File: config.mk
export PLATFORM = sky130hd
export DESIGN_NAME = simplebus_arbiter_flat
export DESIGN_NICKNAME = d
export VERILOG_FILES = /design/src/rtl/simplebus_pkg.sv /design/src/rtl/simplebus_arbiter_if.sv /design/src/rtl/simplebus_rr_picker.sv /design/src/rtl/simplebus_arbiter.sv /design/src/flat_wrapper.sv
export SDC_FILE = /design/constraint.sdc
export NUM_CORES = 1
export LEC_CHECK = 0
export ABC_AREA = 1
export BUFFER_PORTS_ARGS = -buffer_cell sky130_fd_sc_hd__buf_4
export CORE_UTILIZATION = 53
export CTS_BUF_LIST = sky130_fd_sc_hd__clkbuf_8
export DETAILED_ROUTE_END_ITERATION = 8
export GPL_TIMING_DRIVEN = 0
export MAX_ROUTING_LAYER = met4
export PLACE_DENSITY_LB_ADDON = 0.15
export SLEW_MARGIN = 20
export SYNTH_ARGS = -nofsm -noshare
export SYNTH_HDL_FRONTEND = slang
export SYNTH_SLANG_ARGS = --single-unit
File: constraint.sdc
create_clock -name clock -period 2.2 [get_ports clock]
set_clock_uncertainty 0.15 [all_clocks]
set_input_delay 0.44 -clock clock [delete_from_list [all_inputs] [get_ports clock]]
set_output_delay 0.44 -clock clock [all_outputs]
set_load 0.05 [all_outputs]
File: src/rtl/simplebus_pkg.sv
// Shared types and constants for the simplebus arbiter slice.
// Holds the arbiter state encoding, default timeouts and a one-hot helper.
package simplebus_pkg;

   typedef enum logic [2:0] {
      IDLE,
      GRANTED,
      ADDR_MID,
      ADDR_LO,
      DATA
   } arb_state_t;

   localparam int DEF_GNT_TIMEOUT  = 16;
   localparam int DEF_DATA_TIMEOUT = 64;
   localparam int MAX_LEADERS      = 16;

   // Out-of-range indices yield an all-zero vector rather than a stray bit.
   function automatic logic [MAX_LEADERS-1:0] onehot(input int idx, input int n);
      logic [MAX_LEADERS-1:0] v;
      v = '0;
      if (idx >= 0 && idx < n && idx < MAX_LEADERS) begin
         v = MAX_LEADERS'(1) << idx;
      end
      return v;
   endfunction

endpackage

File: src/rtl/simplebus_arbiter_if.sv
// Arbitration bundle between the leaders/snooped bus and the arbiter.
// The arbiter uses the slave modport; leaders and snooping logic use master.
interface simplebus_arbiter_if #(
   parameter int NUM_LEADERS = 4,
   parameter int ID_W        = $clog2(NUM_LEADERS)
);

   logic [NUM_LEADERS-1:0] req;
   logic [NUM_LEADERS-1:0] gnt;
   logic                   start;
   logic                   read;
   logic                   dataValid;
   logic                   busy;
   logic [ID_W-1:0]        owner;
   logic                   timeout_err;
   logic [ID_W-1:0]        err_owner;
   logic                   rd_flag;

   modport master (
      output req, start, read, dataValid,
      input  gnt, busy, owner, timeout_err, err_owner, rd_flag
   );

   modport slave (
      input  req, start, read, dataValid,
      output gnt, busy, owner, timeout_err, err_owner, rd_flag
   );

endinterface

File: src/rtl/simplebus_rr_picker.sv
// Combinational round-robin pick: first requester strictly after last_owner_i,
// searching upward and wrapping around.
module simplebus_rr_picker #(
   parameter int NUM_LEADERS = 4,
   parameter int ID_W        = $clog2(NUM_LEADERS)
) (
   input  logic [NUM_LEADERS-1:0] req_i,
   input  logic [ID_W-1:0]        last_owner_i,
   output logic                   pick_valid_o,
   output logic [ID_W-1:0]        pick_idx_o
);

   logic [2*NUM_LEADERS-1:0] reqTwice;
   logic [NUM_LEADERS-1:0]   rotated;
   int                       base;
   int                       slot;

   // Rotating a doubled copy puts the highest-priority candidate at bit 0.
   always_comb begin
      reqTwice     = {req_i, req_i};
      base         = int'(last_owner_i) + 1;
      if (base >= NUM_LEADERS) begin
         base = 0;
      end
      rotated      = NUM_LEADERS'(reqTwice >> base);
      pick_valid_o = 1'b0;
      pick_idx_o   = '0;
      slot         = 0;
      for (int i = 0; i < NUM_LEADERS; i++) begin
         if (!pick_valid_o && rotated[i]) begin
            pick_valid_o = 1'b1;
            slot         = base + i;
            if (slot >= NUM_LEADERS) begin
               slot = slot - NUM_LEADERS;
            end
            pick_idx_o   = ID_W'(slot);
         end
      end
   end

endmodule

File: src/rtl/simplebus_arbiter.sv
// Grants one simplebus to one leader at a time and follows the transaction by
// snooping start/read/dataValid, forcing release with an error pulse on stalls.
module simplebus_arbiter
   import simplebus_pkg::*;
#(
   parameter int NUM_LEADERS  = 4,
   parameter int GNT_TIMEOUT  = DEF_GNT_TIMEOUT,
   parameter int DATA_TIMEOUT = DEF_DATA_TIMEOUT,
   parameter int ID_W         = $clog2(NUM_LEADERS)
) (
   input  logic                clock,
   input  logic                resetN,
   simplebus_arbiter_if.slave  bus
);

   localparam int WAIT_W = $clog2(GNT_TIMEOUT + 1);
   localparam int DATA_W = $clog2(DATA_TIMEOUT + 1);

   arb_state_t             state_q, state_d;
   logic [NUM_LEADERS-1:0] gnt_q, gnt_d;
   logic [ID_W-1:0]        owner_q, owner_d;
   logic [ID_W-1:0]        lastOwner_q, lastOwner_d;
   logic [ID_W-1:0]        errOwner_q, errOwner_d;
   logic                   timeoutErr_q, timeoutErr_d;
   logic                   rdFlag_q, rdFlag_d;
   logic [WAIT_W-1:0]      waitCnt_q, waitCnt_d;
   logic [DATA_W-1:0]      dataCnt_q, dataCnt_d;
   logic                   timeoutHit;
   logic                   pickValid;
   logic [ID_W-1:0]        pickIdx;

   simplebus_rr_picker #(
      .NUM_LEADERS (NUM_LEADERS),
      .ID_W        (ID_W)
   ) u_picker (
      .req_i        (bus.req),
      .last_owner_i (lastOwner_q),
      .pick_valid_o (pickValid),
      .pick_idx_o   (pickIdx)
   );

   // Reset seeds lastOwner with the top index so leader 0 wins first.
   always_ff @(posedge clock) begin
      if (!resetN) begin
         state_q      <= IDLE;
         gnt_q        <= '0;
         owner_q      <= '0;
         lastOwner_q  <= ID_W'(NUM_LEADERS - 1);
         errOwner_q   <= '0;
         timeoutErr_q <= 1'b0;
         rdFlag_q     <= 1'b0;
         waitCnt_q    <= '0;
         dataCnt_q    <= '0;
      end else begin
         state_q      <= state_d;
         gnt_q        <= gnt_d;
         owner_q      <= owner_d;
         lastOwner_q  <= lastOwner_d;
         errOwner_q   <= errOwner_d;
         timeoutErr_q <= timeoutErr_d;
         rdFlag_q     <= rdFlag_d;
         waitCnt_q    <= waitCnt_d;
         dataCnt_q    <= dataCnt_d;
      end
   end

   always_comb begin
      state_d    = state_q;
      waitCnt_d  = waitCnt_q;
      dataCnt_d  = dataCnt_q;
      timeoutHit = 1'b0;
      unique case (state_q)
         IDLE: begin
            waitCnt_d = '0;
            if (pickValid) begin
               state_d = GRANTED;
            end
         end
         GRANTED: begin
            if (bus.start) begin
               state_d = ADDR_MID;
            end else if (!bus.req[owner_q]) begin
               state_d = IDLE;
            end else if (waitCnt_q == WAIT_W'(GNT_TIMEOUT - 1)) begin
               state_d    = IDLE;
               timeoutHit = 1'b1;
            end else begin
               waitCnt_d = waitCnt_q + 1'b1;
            end
         end
         ADDR_MID: begin
            state_d = ADDR_LO;
         end
         ADDR_LO: begin
            state_d   = DATA;
            dataCnt_d = '0;
         end
         DATA: begin
            // Only a clean 1 completes; a floating dataValid must not.
            if (bus.dataValid === 1'b1) begin
               state_d = IDLE;
            end else if (dataCnt_q == DATA_W'(DATA_TIMEOUT - 1)) begin
               state_d    = IDLE;
               timeoutHit = 1'b1;
            end else if (dataCnt_q != '1) begin
               dataCnt_d = dataCnt_q + 1'b1;
            end
         end
         default: begin
            state_d = IDLE;
         end
      endcase
   end

   // Registered outputs follow the transition being taken this cycle.
   always_comb begin
      gnt_d        = gnt_q;
      owner_d      = owner_q;
      lastOwner_d  = lastOwner_q;
      errOwner_d   = errOwner_q;
      timeoutErr_d = timeoutHit;
      rdFlag_d     = rdFlag_q;
      if (state_q == IDLE && state_d == GRANTED) begin
         gnt_d   = NUM_LEADERS'(onehot(int'(pickIdx), NUM_LEADERS));
         owner_d = pickIdx;
      end
      if (state_d == IDLE) begin
         gnt_d = '0;
      end
      if ((state_q == GRANTED || state_q == DATA) && state_d == IDLE) begin
         lastOwner_d = owner_q;
      end
      if (timeoutHit) begin
         errOwner_d = owner_q;
      end
      if (state_q == ADDR_LO) begin
         rdFlag_d = bus.read;
      end
   end

   assign bus.gnt         = gnt_q;
   assign bus.busy        = (state_q != IDLE);
   assign bus.owner       = owner_q;
   assign bus.timeout_err = timeoutErr_q;
   assign bus.err_owner   = errOwner_q;
   assign bus.rd_flag     = rdFlag_q;

endmodule
File: src/flat_wrapper.sv
// flat-port wrapper written by rule: the top's interface ports become plain ports
module simplebus_arbiter_flat import simplebus_pkg::*;
#(
   parameter int NUM_LEADERS  = 4,
   parameter int GNT_TIMEOUT  = DEF_GNT_TIMEOUT,
   parameter int DATA_TIMEOUT = DEF_DATA_TIMEOUT,
   parameter int ID_W         = $clog2(NUM_LEADERS)
)
  (clock, resetN, bus_req, bus_start, bus_read, bus_dataValid, bus_gnt, bus_busy, bus_owner, bus_timeout_err, bus_err_owner, bus_rd_flag);
  simplebus_arbiter_if #(.NUM_LEADERS(NUM_LEADERS), .ID_W(ID_W)) bus_i ();
  input  logic clock;
  input  logic resetN;
  input wire logic [$bits(bus_i.req)-1:0] bus_req;
  input wire logic [$bits(bus_i.start)-1:0] bus_start;
  input wire logic [$bits(bus_i.read)-1:0] bus_read;
  input wire logic [$bits(bus_i.dataValid)-1:0] bus_dataValid;
  output wire logic [$bits(bus_i.gnt)-1:0] bus_gnt;
  output wire logic [$bits(bus_i.busy)-1:0] bus_busy;
  output wire logic [$bits(bus_i.owner)-1:0] bus_owner;
  output wire logic [$bits(bus_i.timeout_err)-1:0] bus_timeout_err;
  output wire logic [$bits(bus_i.err_owner)-1:0] bus_err_owner;
  output wire logic [$bits(bus_i.rd_flag)-1:0] bus_rd_flag;
  assign bus_i.req = bus_req;
  assign bus_i.start = bus_start;
  assign bus_i.read = bus_read;
  assign bus_i.dataValid = bus_dataValid;
  assign bus_gnt = bus_i.gnt;
  assign bus_busy = bus_i.busy;
  assign bus_owner = bus_i.owner;
  assign bus_timeout_err = bus_i.timeout_err;
  assign bus_err_owner = bus_i.err_owner;
  assign bus_rd_flag = bus_i.rd_flag;
  simplebus_arbiter #(.NUM_LEADERS(NUM_LEADERS), .GNT_TIMEOUT(GNT_TIMEOUT), .DATA_TIMEOUT(DATA_TIMEOUT), .ID_W(ID_W)) u_core (.clock(clock), .resetN(resetN), .bus(bus_i));
endmodule
==> flow_metrics.tcl <==
set metrics [dict create \
    status "finished, violations left" \
    violations "DRC" \
    vias_per_cell 5.24 \
    drive_gt1_frac 0.203 \
    coreArea_sq_um 2850 \
    min_path_cells 3 \
    cts_root_buffer "clkbuf_8" \
    syn_area_sq_um 1650 \
    worstMarginPinSlew_ns 0.354 \
    hold_viol_final 0 \
    p_leak_nw 0.962 \
    core.rowCount 19 \
    finalSetupTns_ns 0 \
    nets 285 \
    cts_tree "done" \
    grt_pass1_vias 1358 \
    grt_start_max_net_pins 15 \
    avgSynthCellArea_sq_um 6.72 \
    synthMuxAreaShare 0 \
    start_util 0.577 \
    synth_xor_area_frac 0.00532 \
    reg2reg_slack_ns 0.17 \
    num_vias 1581 \
    hold_path.class "input port to flop" \
    rr_worst_depth 13 \
    preCtsSetupSlack_ns 0.139 \
    worstPathArrival_ns 2.06 \
    synthSimpleGateAreaFrac 0.398 \
    gp_congestion 0.829 \
    final_cell_mix "50 x nand2_1, 39 x inv_1, 27 x nand3_1" \
    grt.total_usage 0.217 \
    drcViolationCount 1 \
    ir_drop_mv 0.570 \
    drtIter0Drc 82 \
    synth-seq-cells 27 \
    synthAdderAreaFrac 0.0304 \
    synthFlopType "dfxtp_1" \
    startpoint_type "flop" \
    n_antenna_cell 0 \
    finalWorstPathRequiredPeriod_ns 2.03 \
    finalCoreUtilization 0.683 \
    cts_sinks 27 \
    fp.dieW_um 57.7 \
    synth-async-reset-ratio 0 \
    layout_commonest_cell "nand2_1" \
    max_freq_mhz 494 \
    syn_nets 258 \
    cts.clk_slew.worst_paths_ns 0.09 \
    cp-end-kind "flop" \
    area_growth_pct 18.4 \
    synth-seq-area-share 0.329 \
    antenna_found_initial 0 \
    htreeDepth 1 \
    synth_cell_types 29 \
    ant_nets 0 \
    fin_ws_ns 0.175 \
    synth_enable_flop_cells 0 \
    synth_warnings 0 \
    synth_top_family_by_area "simple AND/OR/NAND/NOR gates" \
    final.period_utilization 0.921 \
    cap_violations 0 \
    clockBufferDepth 2 \
    power_density_nw_per_um2 1170 \
    maxSlewHeadroom 0.761 \
    synth_compound_area_frac 0.129 \
    dpl.cell_count 295 \
    drv_slew 0 \
    die_area_sq_um 3330 \
    finalNonFillerCells 302 \
    grt.overflow.total 0 \
    crit_type "flop to flop" \
    cts-buffers-inserted 3 \
    grt_first_pass_wirelength_um 5530 \
    cp.required_ns 2.23 \
    dieHeight_um 57.7 \
    routedWlPerCell_um 11.2 \
    p_total_w 0.00228 \
    crit_fanout 8 \
    dp_hpwl_um 2550 \
    portBuffers 19 \
    synth_cells 245 \
    setup-violations-final 0 \
    grt_setup_unrepaired "no" \
    dr.pass1.iters 6 \
    pin_count 20 \
    wl_um 3390 \
    clk_latency_ns 0.27 \
]
==> where the power goes <==
part | leakage, nW | internal (W) | switching, W
clock | 0.0269 | 0.000125 | 0.000150
combinational | 0.716 | 0.000446 | 0.000889
sequential | 0.219 | 0.000581 | 0.0000899
==> worst max-delay path, stage by stage (launching register included) <==
cell and delay, ns:
dfxtp_2 0.36, ha_2 0.32, buf_4 0.17, inv_4 0.08
nand3_2 0.08, nand2_2 0.10, nor2_8 0.15, nand3_4 0.10
nand2_4 0.12, inv_4 0.06, nand2_2 0.07, inv_1 0.05
nor2_1 0.08, nor2_1 0.04
==> worst paths after layout <==
path / end / startpoint
setup / recovery: u_core.bus.gnt[0]$_SDFFE_PP0P_ / u_core.lastOwner_q[0]$_SDFFE_PN1P_
hold / removal: u_core.bus.err_owner[1]$_SDFFE_PN0P_ / resetN
hold reg to reg: u_core.bus.rd_flag$_SDFFE_PN0P_ / u_core.bus.rd_flag$_SDFFE_PN0P_
setup reg to reg: u_core.bus.gnt[0]$_SDFFE_PP0P_ / u_core.lastOwner_q[0]$_SDFFE_PN1P_
==> sequential cells by signal, summed over array words and instances, names as in the netlist <==
name,cells
u_core.bus.err_owner,2
u_core.bus.gnt,4
u_core.bus.owner,2
u_core.bus.rd_flag,1
u_core.bus.timeout_err,1
u_core.dataCnt_q,7
u_core.lastOwner_q,2
u_core.state_q,3
u_core.waitCnt_q,5
==> cells in the mapped netlist (2+ instances only) <==
| cell type | instances | area share |
|---|---|---|
| nand3_2 | 3 | 0.018 |
| nor2_1 | 20 | 0.046 |
| a21oi_1 | 18 | 0.055 |
| ha_1 | 4 | 0.030 |
| nand4_1 | 7 | 0.027 |
| inv_2 | 2 | 0.0046 |
| nand2_1 | 52 | 0.12 |
| o21ai_0 | 11 | 0.033 |
| dfxtp_1 | 27 | 0.33 |
| inv_1 | 38 | 0.087 |
| nand3_1 | 27 | 0.082 |
| o211a_1 | 3 | 0.018 |
| buf_2 | 2 | 0.0061 |
| nand2_4 | 3 | 0.021 |
| nor3_1 | 9 | 0.027 |
| nand2_2 | 6 | 0.023 |
==> final cells by class <==
cell class | instances | area, sq um
Timing Repair Buffer | 22 | 178
Multi-Input combinational cell | 174 | 962
Tap cell | 31 | 38.8
Sequential cell | 27 | 542
Clock inverter | 1 | 3.75
Clock buffer | 3 | 41.3
Buffer | 3 | 23.8
Fill cell | 256 | 905
Inverter | 41 | 159
==> timing repair <==
item	CTS	global route
endpoints found under the setup margin	0	6
buffers inserted	0	3
hold buffers	0	0
resized for setup	0	12
==> per-stage QoR <==
step	hold slack [ns]	area, sq um
floorplan	0.297	1650
global placement	0.290	1830
detailed placement	0.305	1830
CTS	0.304	1870
global route	0.335	1950
finish	0.310	1950
==> layer usage <==
metal	part of all wire	global-route usage	wire, um
met5	0	-	0
met3	0.036	0.0402	121
met4	0.0097	0.0714	33
met2	0.51	0.379	1720
met1	0.45	0.253	1520
==> kinds of logic (layout without fill, tap and decap cells) <==
family | Yosys count | after routing
flip-flops | 27 | 27
XOR/XNOR | 1 | 1
AND/OR/NAND/NOR | 132 | 132
AO/OA/AOI/OAI | 37 | 37
adder cells (fa/ha/maj) | 4 | 4
buffers and inverters | 44 | 70
(Power assumes the default switching activity.)
